**config.mk**
```make
export PLATFORM = sky130hd
export DESIGN_NAME = serial_addsub
export DESIGN_NICKNAME = d
export VERILOG_FILES = /design/src/rtl/serial_addsub.sv
export SDC_FILE = /design/constraint.sdc
export NUM_CORES = 1
export LEC_CHECK = 0
export ABC_AREA = 1
export CAP_MARGIN = 20
export CORE_MARGIN = 2
export CORE_UTILIZATION = 43
export DETAILED_ROUTE_END_ITERATION = 16
export PLACE_DENSITY = 0.68
export SETUP_SLACK_MARGIN = 0.15
export SYNTH_ARGS = -nofsm -noshare
export SYNTH_HDL_FRONTEND = slang
export SYNTH_SLANG_ARGS = --single-unit
```
**constraint.sdc**
```tcl
create_clock -name clk -period 1.5 [get_ports clk]
set_input_delay 0.15 -clock clk [delete_from_list [all_inputs] [get_ports clk]]
set_output_delay 0.15 -clock clk [all_outputs]
set_load 0.005 [all_outputs]
```
**src/rtl/serial_addsub.sv**
```systemverilog
// Digit-serial adder/subtractor. It processes DIGIT bits per clock through a small
// ripple of full adders and presents a registered result after WIDTH/DIGIT cycles.
module serial_addsub #(
    parameter int WIDTH = 8,
    parameter int DIGIT = 1
) (
    input  logic             clk,
    input  logic             rst_n,
    input  logic             start,
    input  logic             sub,
    input  logic [WIDTH-1:0] a,
    input  logic [WIDTH-1:0] b,
    input  logic             carryin,
    output logic             busy,
    output logic             done,
    output logic [WIDTH-1:0] sum,
    output logic             carryout,
    output logic             overflow
);

    localparam int N  = (DIGIT > 0) ? (WIDTH / DIGIT) : 1;
    localparam int CW = (N > 1) ? $clog2(N) : 1;

    generate
        if (DIGIT < 1 || WIDTH < 2 || (WIDTH % DIGIT) != 0) begin : g_bad_param
            $error("serial_addsub: WIDTH must be >= 2 and a multiple of DIGIT");
        end
    endgenerate

    typedef enum logic [1:0] {
        IDLE = 2'd0,
        RUN  = 2'd1,
        DONE = 2'd2
    } state_t;

    state_t            state_q, state_d;
    logic [WIDTH-1:0]  a_q, a_d;
    logic [WIDTH-1:0]  b_q, b_d;
    logic [WIDTH-1:0]  part_q, part_d;
    logic              carry_q, carry_d;
    logic [CW-1:0]     cnt_q, cnt_d;
    logic [WIDTH-1:0]  sum_q, sum_d;
    logic              cout_q, cout_d;
    logic              ovf_q, ovf_d;

    logic [DIGIT+1:0]       digit_s;
    logic [DIGIT-1:0]       dsum_s;
    logic                   dcout_s;
    logic                   dcmsb_s;
    logic [WIDTH+DIGIT-1:0] part_ext_s;
    logic [WIDTH-1:0]       part_next_s;
    logic                   accept_s;
    logic                   last_s;

    // Ripple of DIGIT full adders; returns {carry into top cell, carry out, sum bits}.
    function automatic logic [DIGIT+1:0] digit_add(input logic [DIGIT-1:0] x,
                                                   input logic [DIGIT-1:0] y,
                                                   input logic             cin);
        logic [DIGIT:0]   c;
        logic [DIGIT-1:0] s;
        c[0] = cin;
        for (int i = 0; i < DIGIT; i++) begin
            s[i]   = x[i] ^ y[i] ^ c[i];
            c[i+1] = (x[i] & y[i]) | (c[i] & (x[i] ^ y[i]));
        end
        return {c[DIGIT-1], c[DIGIT], s};
    endfunction

    assign digit_s     = digit_add(a_q[DIGIT-1:0], b_q[DIGIT-1:0], carry_q);
    assign dsum_s      = digit_s[DIGIT-1:0];
    assign dcout_s     = digit_s[DIGIT];
    assign dcmsb_s     = digit_s[DIGIT+1];
    assign part_ext_s  = {dsum_s, part_q};
    assign part_next_s = part_ext_s[WIDTH+DIGIT-1:DIGIT];
    assign accept_s    = start && (state_q != RUN);
    assign last_s      = (state_q == RUN) && (cnt_q == CW'(N - 1));

    // State and datapath registers.
    always_ff @(posedge clk or negedge rst_n) begin
        if (!rst_n) begin
            state_q <= IDLE;
            a_q     <= '0;
            b_q     <= '0;
            part_q  <= '0;
            carry_q <= 1'b0;
            cnt_q   <= '0;
            sum_q   <= '0;
            cout_q  <= 1'b0;
            ovf_q   <= 1'b0;
        end else begin
            state_q <= state_d;
            a_q     <= a_d;
            b_q     <= b_d;
            part_q  <= part_d;
            carry_q <= carry_d;
            cnt_q   <= cnt_d;
            sum_q   <= sum_d;
            cout_q  <= cout_d;
            ovf_q   <= ovf_d;
        end
    end

    // Next-state logic.
    always_comb begin
        state_d = state_q;
        case (state_q)
            IDLE:    state_d = start  ? RUN  : IDLE;
            RUN:     state_d = last_s ? DONE : RUN;
            DONE:    state_d = start  ? RUN  : IDLE;
            default: state_d = IDLE;
        endcase
    end

    // Datapath next values: latch on accept, shift one digit per RUN cycle.
    always_comb begin
        a_d     = a_q;
        b_d     = b_q;
        part_d  = part_q;
        carry_d = carry_q;
        cnt_d   = cnt_q;
        sum_d   = sum_q;
        cout_d  = cout_q;
        ovf_d   = ovf_q;
        if (accept_s) begin
            a_d     = a;
            b_d     = b ^ {WIDTH{sub}};
            carry_d = carryin ^ sub;
            part_d  = '0;
            cnt_d   = '0;
        end else if (state_q == RUN) begin
            a_d     = a_q >> DIGIT;
            b_d     = b_q >> DIGIT;
            part_d  = part_next_s;
            carry_d = dcout_s;
            cnt_d   = cnt_q + CW'(1);
            if (last_s) begin
                sum_d  = part_next_s;
                cout_d = dcout_s;
                ovf_d  = dcmsb_s ^ dcout_s;
            end else begin
                sum_d  = sum_q;
            end
        end else begin
            cnt_d   = cnt_q;
        end
    end

    // Status decode from the state register.
    always_comb begin
        busy = 1'b0;
        done = 1'b0;
        case (state_q)
            RUN:     busy = 1'b1;
            DONE:    done = 1'b1;
            default: begin
                busy = 1'b0;
                done = 1'b0;
            end
        endcase
    end

    assign sum      = sum_q;
    assign carryout = cout_q;
    assign overflow = ovf_q;

endmodule

```
# Word-level counts from Yosys, hierarchy flattened
# Cells that the tools add are included.
[op_classes] n_addsub=1 n_reduce_logical=6 n_mux=15 n_eq_ne=4 n_bitwise=9
[op_table] cell="two-way mux 8 bit" count=6
[op_table] cell="bitwise XOR 8 bit" count=1
[op_table] cell="two-way mux 3 bit" count=2
[op_table] cell="two-way mux 1 bit" count=5
[op_table] cell="one-hot mux 2 bit (2 select lines)" count=1
[op_table] cell="bitwise XOR 1 bit" count=4
[op_table] cell="adder 3 x 1 -> 3 bit, second input constant" count=1
[op_table] cell="== test 3 bit, second input constant" count=1
[op_table] cell="AND reduction 3 bit" count=1
[op_table] cell="AND 1 bit" count=2
[op_table] cell="== test 2 x 1 -> 1 bit, second input constant" count=1
[op_table] cell="== test 2 bit, second input constant" count=1
[op_table] cell="logical AND 1 bit" count=2
[op_table] cell="zero test 2 bit" count=1
[op_table] cell="two-way mux 2 bit" count=1
[op_table] cell="!= test 2 x 1 -> 1 bit, second input constant" count=1
[op_table] cell="nonzero test 2 bit" count=1
[op_table] cell="OR reduction 2 bit" count=1
[op_table] cell="inverter 1 bit" count=1
[op_table] cell="bitwise OR 1 bit" count=1
[word_totals] word_cells=44 regBits=40 input_bits=21

# Longest topological paths before layout
# Gate-level depths: netlist (run 1).
[depth] depth_word=5 depth_mapped=6 mapped_depth_nobuf=6

# Worst setup path before layout (run 1)
# No wires, ideal clock.
[synth_timing] path_type="reg-to-reg" start="register a_q[0]" end="register ovf_q (netlist: overflow)" synth_period_minus_slack_ns=1.221 path_slack_ns=0.279 path_buffers=0 path_stages_with_launch=5 arrival_ns=1.105 required_ns=1.384 path_cell_list="dfrtp_1 -> fa_1 -> xor2_1 -> nand2_1 -> nand2_1"
[synth_between] elab_chain_cells=4 word_cells_on_any_way=5
[synth_rtl] element="start: declaration" line_no="37" text="logic [WIDTH-1:0] a_q, a_d;"
[synth_rtl] element="start signal: assignment" line_no="82" text="a_q <= '0;"
[synth_rtl] element="start signal: assignment" line_no="92" text="a_q <= a_d;"
[synth_rtl] element="bitwise XOR 1 bit" line_no="64" text="c[i+1] = (x[i] & y[i]) | (c[i] & (x[i] ^ y[i]));"
[synth_rtl] element="AND 1 bit" line_no="64"
[synth_rtl] element="bitwise OR 1 bit *" line_no="64"
[synth_rtl] element="net dcout_s" line_no="48" text="logic dcout_s;"
[synth_rtl] element="bitwise XOR 1 bit *" line_no="139" text="ovf_d = dcmsb_s ^ dcout_s;"
[synth_rtl] element="end signal: assignment" line_no="99" text="ovf_q <= ovf_d;"
[synth_rtl] element="end: declaration" line_no="44" text="logic ovf_q, ovf_d;"
# The timed path passes the listed nets; every way through them passes the cells marked *.
# A chain may end at the register's enable or synchronous reset.

# Worst setup path after layout (run 1)
[layout_timing] start="register ovf_q (netlist: overflow)" end="output port overflow"
[layout_lines] element="end: declaration" line_no="18" text="output logic overflow"
# No word-level cell between the ends.

==> results of run 1 <==
==> per-layer routing <==
metal / global-route usage / wire length [µm]
met5: 0 / 0
met4: 0.05500 / 51
met3: 0.05428 / 163
met2: 0.2973 / 1556
met1: 0.2047 / 1609
==> cells by family after synthesis <==
| family | Yosys count | synth area share |
|---|---|---|
| and+or+nand+nor | 116 | 0.2753 |
| DFF | 39 | 0.5520 |
| buffers and inverters | 31 | 0.08068 |
| AOI/OAI and AO/OA | 18 | 0.05662 |
| adders and majority gates | 3 | 0.02548 |
| xor gates and xnor gates | 2 | 0.009910 |
==> sequential cells by signal, indices dropped and copies added, names as in the netlist <==
register	flops
a_q	8
b_q	8
carry_q	1
carryout	1
cnt_q	3
overflow	1
part_q	7
state_q	2
sum	8
==> through the flow <==
step	hold slack, ns	utilization
global placement	0.08028	0.5435
detailed placement	0.08112	0.5435
CTS	0.3118	0.5699
finish	0.3018	0.5829
global route	0.3509	0.5829
floorplan	-0.1456	-
==> cell usage after synthesis, types with 2 or more instances <==
cell type	instances
nand3_1	35
buf_2	3
o21ai_0	8
a21oi_1	2
xor2_1	2
nor2_1	2
nand2_1	76
inv_1	21
nand2_2	2
buf_4	4
ha_1	2
o22ai_1	8
dfrtp_1	39
==> layout by cell type, fill, tap and decap left out, types with 2 or more instances in the layout <==
cell type and count:
clkbuf_8 5, clkdlybuf4s50_1 27, o21ai_0 8, ha_1 2
inv_1 21, nand3_1 35, nor2_1 2, buf_12 2
nand2_1 76, dlymetal6s2s_1 2, xor2_1 2, dfrtp_1 39
a21oi_1 2, o22ai_1 8, buf_4 13
==> layout make-up <==
class                      instances  share of cell area
sequential                        39              0.4216
multi-input combinational        139              0.2849
tap                               50             0.02703
clock buffer                       6             0.03135
timing repair buffer              48              0.1995
inverter                          22             0.03568
==> power groups by stage <==
stage	clock (mW)	sequential (mW)	combinational, mW
6_report	0.644	1.72	1.60
5_1_grt	0.696	1.78	1.84
4_1_cts	0.651	1.73	1.56
3_5_place_dp	0	1.75	1.52
3_3_place_gp	0	1.74	1.50
2_1_floorplan	0	1.71	0.955
==> repair_timing <==
action / CTS / global route
hold endpoints to repair: 14 / 0
pin swaps: 1 / 2
hold buffers: 1 / 0
buffers inserted: 2 / 5
resized for setup: 4 / 4
endpoints found under the setup margin: 4 / 7
==> final timing paths <==
check | from | end | slack [ns] | depth (start not counted)
setup / recovery | overflow$_DFFE_PN0P_ | overflow | 0.19 | 1
hold / removal | rst_n | sum[5]$_DFFE_PN0P_ | 0.30 | 2
setup reg to reg | cnt_q[0]$_DFFE_PN0P_ | sum[1]$_DFFE_PN0P_ | 0.22 | 5
hold reg to reg | sum[2]$_DFFE_PN0P_ | sum[2]$_DFFE_PN0P_ | 0.48 | 2
max in group asynchronous | rst_n | a_q[4]$_DFFE_PN0P_ | 0.70 | 3
min in group clk | a[7] | a_q[7]$_DFFE_PN0P_ | 0.40 | 3
==> results.cfg, run 1 <==
[setup_path]
cp_data_required_time_ns = 1.35
endpoint_kind = output pin
crit_family = buffers and inverters
crit_chain = clkdlybuf4s50_1
worstSetupPathType = register to output pin
cp-start-kind = register
critPathBufInv = 1
cp_max_fo = 2
max_stage_delay_ns = 0.51
cpMaxStageDelayCell = clkdlybuf4s50_1
cp.arrival_ns = 1.16

[global_routing]
grt_antenna_before_repair = 0
grt_pass1_wl_mm = 5.982
gr-total-overflow = 0
grt_usage = 0.1726
first_global_vias = 1401
grt_max_degree = 29

[synth]
synth.area.top_cells = dfrtp_1, nand2_1, nand3_1
ys_seq_elements = 39
syn_inst = 209
syn_area_per_cell_um2 = 8.459
yosysTopAreaCell = dfrtp_1
synthesis.nets = 233
synth_top_area_share = 0.5520
yosys_warnings = 0
ys_async_sr_fraction = 1.000
seq_area_frac_synth = 0.5520
synth_cell_types = 18
synth-edff-count = 0
syn_area_um2 = 1768
ys.flop_type = dfrtp_1

[flow_run]
maxCapViolCount = 0

[floorplan]
die_w_um = 68.12
die_h_um = 68.12
start_util = 0.4452
io-pin-count = 33
die-area_um2 = 4640
core_um2 = 3971
num_rows = 23

[cells_and_area]
final_cells = 304
final_cell_area_um2 = 2315
final_net_count = 279
multiInputGateArea_um2 = 659.4
drive_gt1_frac = 0.1024
area_growth_pct = 30.93
num-fill-cells = 371
diodes = 0
regArea_um2 = 975.9

[routing]
drt_iter0_markers = 53
wl_per_cell_um = 11.12
routed_wl_mm = 3.381
drtPass1Iterations = 4
antenna_violating_nets_post_route = 0
via_per_inst = 4.865
via_count = 1479
route.detailed.drc = 0

[place]
io_buffers = 32
placed_area_um2 = 2158
gp_congestion = 0.7139
dp_hpwl_mm = 2.369
pre_cts_slack_ns = 0.1130
dp.cells = 290

[power]
power.density_nw_per_um2 = 1713
power_mw = 3.966
power.switching_mw = 1.373
p_int_mw = 2.592
power_frac_clock = 0.162
seqPwrFrac = 0.434
switching_share = 0.3463
vdd_drop_max_mv = 0.7067
p_comb_frac = 0.403
leakagePower_nw = 1.218

[clock_network]
clk_pin_slew_worst_paths_ns = 0.07
cts_made_buffers = 5
cts_tree = built
clk-insertion-delay-late_ns = 0.29
htree_levels = 2
cts.sinks = 39
clockBufferDepth = 2
clockRootBuffer = clkbuf_8

[sta]
post-route-min-period_ns = 1.307
fin_crit_sh = 0.8710
finClkSkew_ns = 0.002682
drv_slew = 0
rsz0062_at_grt = yes
fin_tns_setup_ns = 0
setup_viol = 0
fin_ws_ns = 0.1935
timing.fmax_mhz = 765.4
maxSlewHeadroom = 0.7613
hold_viol_final = 0
tightest_slew_ns = 0.3581

[min_path]
hold_class = input pin to async pin

[status]
status = complete, no violations
No activity file was read; power rests on OpenSTA's default activity.
==> inputs of run 2 (changes only) <==
--- a/config.mk
+++ b/config.mk
@@ -10,6 +10,7 @@
 export CORE_MARGIN = 2
 export CORE_UTILIZATION = 43
 export DETAILED_ROUTE_END_ITERATION = 16
+export GPL_TIMING_DRIVEN = 0
 export PLACE_DENSITY = 0.68
 export SETUP_SLACK_MARGIN = 0.15
 export SYNTH_ARGS = -nofsm -noshare
==> constraint.sdc (replaced) <==
create_clock -name clk -period 1.3 [get_ports clk]
set_input_delay 0.13 -clock clk [delete_from_list [all_inputs] [get_ports clk]]
set_output_delay 0.13 -clock clk [all_outputs]
set_load 0.005 [all_outputs]
==> results.cfg, run 2 (synthesis gave the netlist of run 1 again) <==
[setup_path]
r2r_start = b_q[0]$_DFFE_PN0P_
cp_max_fo = 2
reg2reg_depth = 3
endpoint_kind = output pin
cp.arrival_ns = 1.17
r2r_setup_slack_ns = 0.05
r2r_end = part_q[7]$_DFFE_PN0P_
cp-start-kind = register
cp_data_required_time_ns = 1.17
worstSetupPathType = register to output pin

[routing]
dr_wl_met3_um = 172
drtPass1Iterations = 4
wl_met1_mm = 1.778
drt_iter0_markers = 91
wl_met2_mm = 2.174
routed_wl_mm = 4.186
route.detailed.drc = 0
via_per_inst = 4.890
antenna_violating_nets_post_route = 0
via_count = 1560
highest_layer = met4
wl_per_cell_um = 13.12

[cells_and_area]
num-fill-cells = 300
area_growth_pct = 57.40
final_cells = 319
final_cell_mix = nand2_1, dfrtp_1, nand3_1
diodes = 0
final_common_cell = nand2_1
final_cell_area_um2 = 2783
drive_gt1_frac = 0.3420
final_net_count = 292
final_util = 0.7007

[sta]
tightest_slew_ns = 0.5319
timing.fmax_mhz = 771.3
maxSlewHeadroom = 0.6454
finClkSkew_ns = 0.01388
fin_crit_sh = 0.9974
fin_ws_ns = 0.003441
drv_slew = 0
post-route-min-period_ns = 1.297
rsz0062_at_grt = yes
setup_viol = 0
hold_viol_final = 0
holdWs_ns = 0.2223
fin_tns_setup_ns = 0

[clock_network]
clk-insertion-delay-late_ns = 0.30
cts_tree = built
htree_levels = 2
clk_pin_slew_worst_paths_ns = 0.08
cts.sinks = 39
clockRootBuffer = clkbuf_8
cts_made_buffers = 5
clockBufferDepth = 2

[floorplan]
io-pin-count = 33
num_rows = 23
core_um2 = 3971
die-area_um2 = 4640
die_h_um = 68.12
start_util = 0.4452
die_w_um = 68.12

[status]
status = complete, no violations

[global_routing]
grt_usage = 0.1833
gr-total-overflow = 0
grt_antenna_before_repair = 0
first_global_vias = 1376
grt_pass1_wl_mm = 6.223
grt_max_degree = 40

[power]
power.density_nw_per_um2 = 2198
leakagePower_nw = 1.395
vdd_drop_max_mv = 0.7546
power_mw = 6.118

[place]
dp_hpwl_mm = 2.424
io_buffers = 31
dp.cells = 290
placed_area_um2 = 2148
pre_cts_slack_ns = -0.3289
gp_congestion = 0.7463

[min_path]
hp-start = sub
hold_end = b_q[7]$_DFFE_PN0P_
hold_class = input pin to register
whs_path_depth = 4

[flow_run]
maxCapViolCount = 0
[run 2: cell count changes in the layout (fill, tap and decap cells not counted), sizes merged]
cell,before,now
buf,16,29
bufinv,0,1
clkbuf,7,9
clkdlybuf4s50,27,17
clkinv,0,1
dlygate4sd2,1,10
dlymetal6s2s,2,1
[run 2: layout make-up]
class                      count  area [µm²]  share of cell area
buffer                         9       103.9             0.03732
clock buffer                   6       82.58             0.02968
clock inverter                 2       35.03             0.01259
inverter                      22       82.58             0.02968
multi-input combinational    139       915.9              0.3291
sequential                    39       975.9              0.3507
tap                           50       62.56             0.02248
timing repair buffer          52       524.3              0.1884
[run 2: timing repair]
item / CTS / global route
endpoints found under the hold margin: 39 / 0
hold buffers: 1 / 0
endpoints found under the setup margin: 47 / 76
pin swaps: 8 / 12
cloned: 1 / 3
resized for setup: 45 / 61
buffers inserted: 13 / 3
[run 2: worst max-delay path, stage by stage (launching register included)]
cell,delay [ns]
dfrtp_1,0.42
inv_2,0.08
nor2_4,0.04
buf_6,0.12
buf_8,0.11
buf_6,0.10
[run 2: how the worst max path moves through the flow]
stage,start,to,slack (ns),cells past startpoint
CTS,state_q[0]$_DFF_PN0_,busy,0.02,5
global route,state_q[0]$_DFF_PN0_,busy,-0.03,5
finish,state_q[0]$_DFF_PN0_,busy,0.003,5
global placement,rst_n,a_q[5]$_DFFE_PN0P_,-0.85,1
floorplan,b_q[0]$_DFFE_PN0P_,part_q[7]$_DFFE_PN0P_,0.12,3
detailed placement,state_q[0]$_DFF_PN0_,busy,-0.33,5
[run 2: power by group]
part | internal (mW) | switching (mW)
logic | 1.59 | 1.45
registers | 1.72 | 0.301
clock network | 0.621 | 0.434
total | 3.93 | 2.19
[run 2: routing by layer]
metal | GRT usage | up-vias
met3 | 0.05099 | 7
met4 | 0.06000 | 0
met2 | 0.3167 | 34
met5 | 0 | -
met1 | 0.2196 | 731
li1 | - | 788
==> inputs of run 3 (changes only) <==
--- a/config.mk
+++ b/config.mk
@@ -7,12 +7,14 @@
 export LEC_CHECK = 0
 export ABC_AREA = 1
 export CAP_MARGIN = 20
+export CORE_ASPECT_RATIO = 0.8
 export CORE_MARGIN = 2
 export CORE_UTILIZATION = 43
 export DETAILED_ROUTE_END_ITERATION = 16
 export GPL_TIMING_DRIVEN = 0
 export PLACE_DENSITY = 0.68
 export SETUP_SLACK_MARGIN = 0.15
+export SLEW_MARGIN = 5
 export SYNTH_ARGS = -nofsm -noshare
 export SYNTH_HDL_FRONTEND = slang
 export SYNTH_SLANG_ARGS = --single-unit
==> results.cfg, run 3 (synthesis gave the netlist of run 1 again) <==
[cells_and_area]
final_cell_mix = nand2_1, dfrtp_1, nand3_2
final_common_cell = nand2_1
diodes = 0
drive_gt1_frac = 0.4416
num-fill-cells = 242
multiInputGateArea_um2 = 1101
final_net_count = 297
regArea_um2 = 975.9
area_growth_pct = 71.48

[global_routing]
grt_max_degree = 31
grt_pass1_wl_mm = 6.630
grt_usage = 0.1978
gr-total-overflow = 0
first_global_vias = 1415
grt_antenna_before_repair = 0

[setup_path]
r2r_end = b_q[5]$_DFFE_PN0P_
r2r_setup_slack_ns = 0.02
crit_chain = inv_2 -> nor2_4 -> buf_6 -> buf_8 -> buf_6
reg2reg_depth = 6
cp-start-kind = register
cp.arrival_ns = 1.21
cp_max_fo = 2
endpoint_kind = output pin
critPathBufInv = 4
r2r_start = state_q[1]$_DFF_PN0_
cp_data_required_time_ns = 1.17
crit_family = flip-flops
cpMaxStageDelayCell = dfrtp_1
max_stage_delay_ns = 0.43
worstSetupPathType = register to output pin
path_common_cell = buf_6

[sta]
tightest_slew_ns = 0.3758
post-route-min-period_ns = 1.338
fin_ws_ns = -0.03831
rsz0062_at_grt = yes
maxSlewHeadroom = 0.7495
timing.fmax_mhz = 747.2
hold_viol_final = 0
holdWs_ns = 0.2120
fin_crit_sh = 1.029
drv_slew = 0
finClkSkew_ns = 0.006823
setup_viol = 1
fin_tns_setup_ns = -0.03831

[place]
gp_congestion = 0.7339
io_buffers = 31
dp_hpwl_mm = 2.592

[clock_network]
clk_pin_slew_worst_paths_ns = 0.08
clockRootBuffer = clkbuf_8
clockBufferDepth = 2
cts_tree = built
htree_levels = 2
cts.sinks = 39
clk-insertion-delay-late_ns = 0.31
cts_made_buffers = 5

[min_path]
hold_class = input pin to async pin

[power]
vdd_drop_max_mv = 1.145
leakagePower_nw = 1.524
power.density_nw_per_um2 = 2245

[floorplan]
die_h_um = 61.35
io-pin-count = 33
die_w_um = 75.69
die-area_um2 = 4644
num_rows = 20
core_um2 = 3879
start_util = 0.4558

[routing]
via_per_inst = 5.201
antenna_violating_nets_post_route = 0
route.detailed.drc = 0
wl_per_cell_um = 16.52
routed_wl_mm = 5.434
via_count = 1711
drt_iter0_markers = 117
drtPass1Iterations = 4

[flow_run]
maxCapViolCount = 0

[status]
violations = setup timing
status = finished with violations
-- run 3: cell count changes in the layout (fill, tap and decap cells not counted), moves of 2 or more --
cell / change
buf_4: +3
nand3_2: +15
nand3_4: +3
buf_12: +2
o21ai_2: -2
nand2_4: +4
o22ai_4: +2
nand2_2: +3
buf_6: +2
o21ai_1: +2
nand3_1: -18
nand2_1: -8
-- run 3: where the power goes --
part	total (mW)	leakage [nW]	internal [mW]	switching (mW)
clock	1.26	0.0644	0.766	0.491
combinational	3.49	0.958	1.74	1.75
sequential	2.06	0.501	1.72	0.340
-- run 3: worst max path at each step --
stage | startpoint | to | slack, ns | cells past startpoint
final | state_q[0]$_DFF_PN0_ | busy | -0.04 | 5
after global routing | state_q[1]$_DFF_PN0_ | busy | -0.05 | 4
after CTS | state_q[0]$_DFF_PN0_ | busy | 0.006 | 5
after detailed placement | state_q[0]$_DFF_PN0_ | busy | -0.35 | 5
after global placement | rst_n | a_q[4]$_DFFE_PN0P_ | -0.83 | 1
after floorplan | b_q[0]$_DFFE_PN0P_ | part_q[7]$_DFFE_PN0P_ | 0.12 | 3
-- run 3: layout make-up --
cell class	count	area share
well taps	55	0.02270
clock buffers	5	0.02270
plain buffers	9	0.03591
clock inverters	3	0.02229
inverters	22	0.02724
flip-flops and latches	39	0.3219
repair buffers	57	0.1841
multi-input cells	139	0.3632
-- run 3: repair_timing --
| action | 4_1_cts | 5_1_grt |
|---|---|---|
| hold buffers | 1 | 0 |
| setup endpoints to repair | 47 | 40 |
| buffers inserted | 13 | 7 |
| pin swaps | 8 | 12 |
| cloned | 2 | 2 |
| hold endpoints to repair | 39 | 0 |
| resized for setup | 53 | 93 |
-- run 3: worst reg2reg max path, delay by kind of cell (launching register included) --
kind	cells	cell delay, ns
buffers and inverters	3	0.48
DFF	1	0.44
and+or+nand+nor	3	0.26
-- run 3: stage by stage --
step	total power, mW	worst slack (ns)	utilization	area [µm²]	cells
floorplan	3.100	0.1228	-	1780	209
global placement	3.770	-0.8290	0.5568	2160	295
detailed placement	3.828	-0.3450	0.5606	2175	296
CTS	5.483	0.006088	0.6461	2506	320
global route	7.149	-0.05142	0.7816	3032	329
finish	6.806	-0.03831	0.7816	3032	329
-- run 3: metal layers --
layer,global-route usage,part of all wire,vias up
met5,0,0,-
li1,-,-,797
met2,0.2969,0.51,53
met4,0.06767,0.026,0
met3,0.03928,0.059,19
met1,0.2898,0.40,842
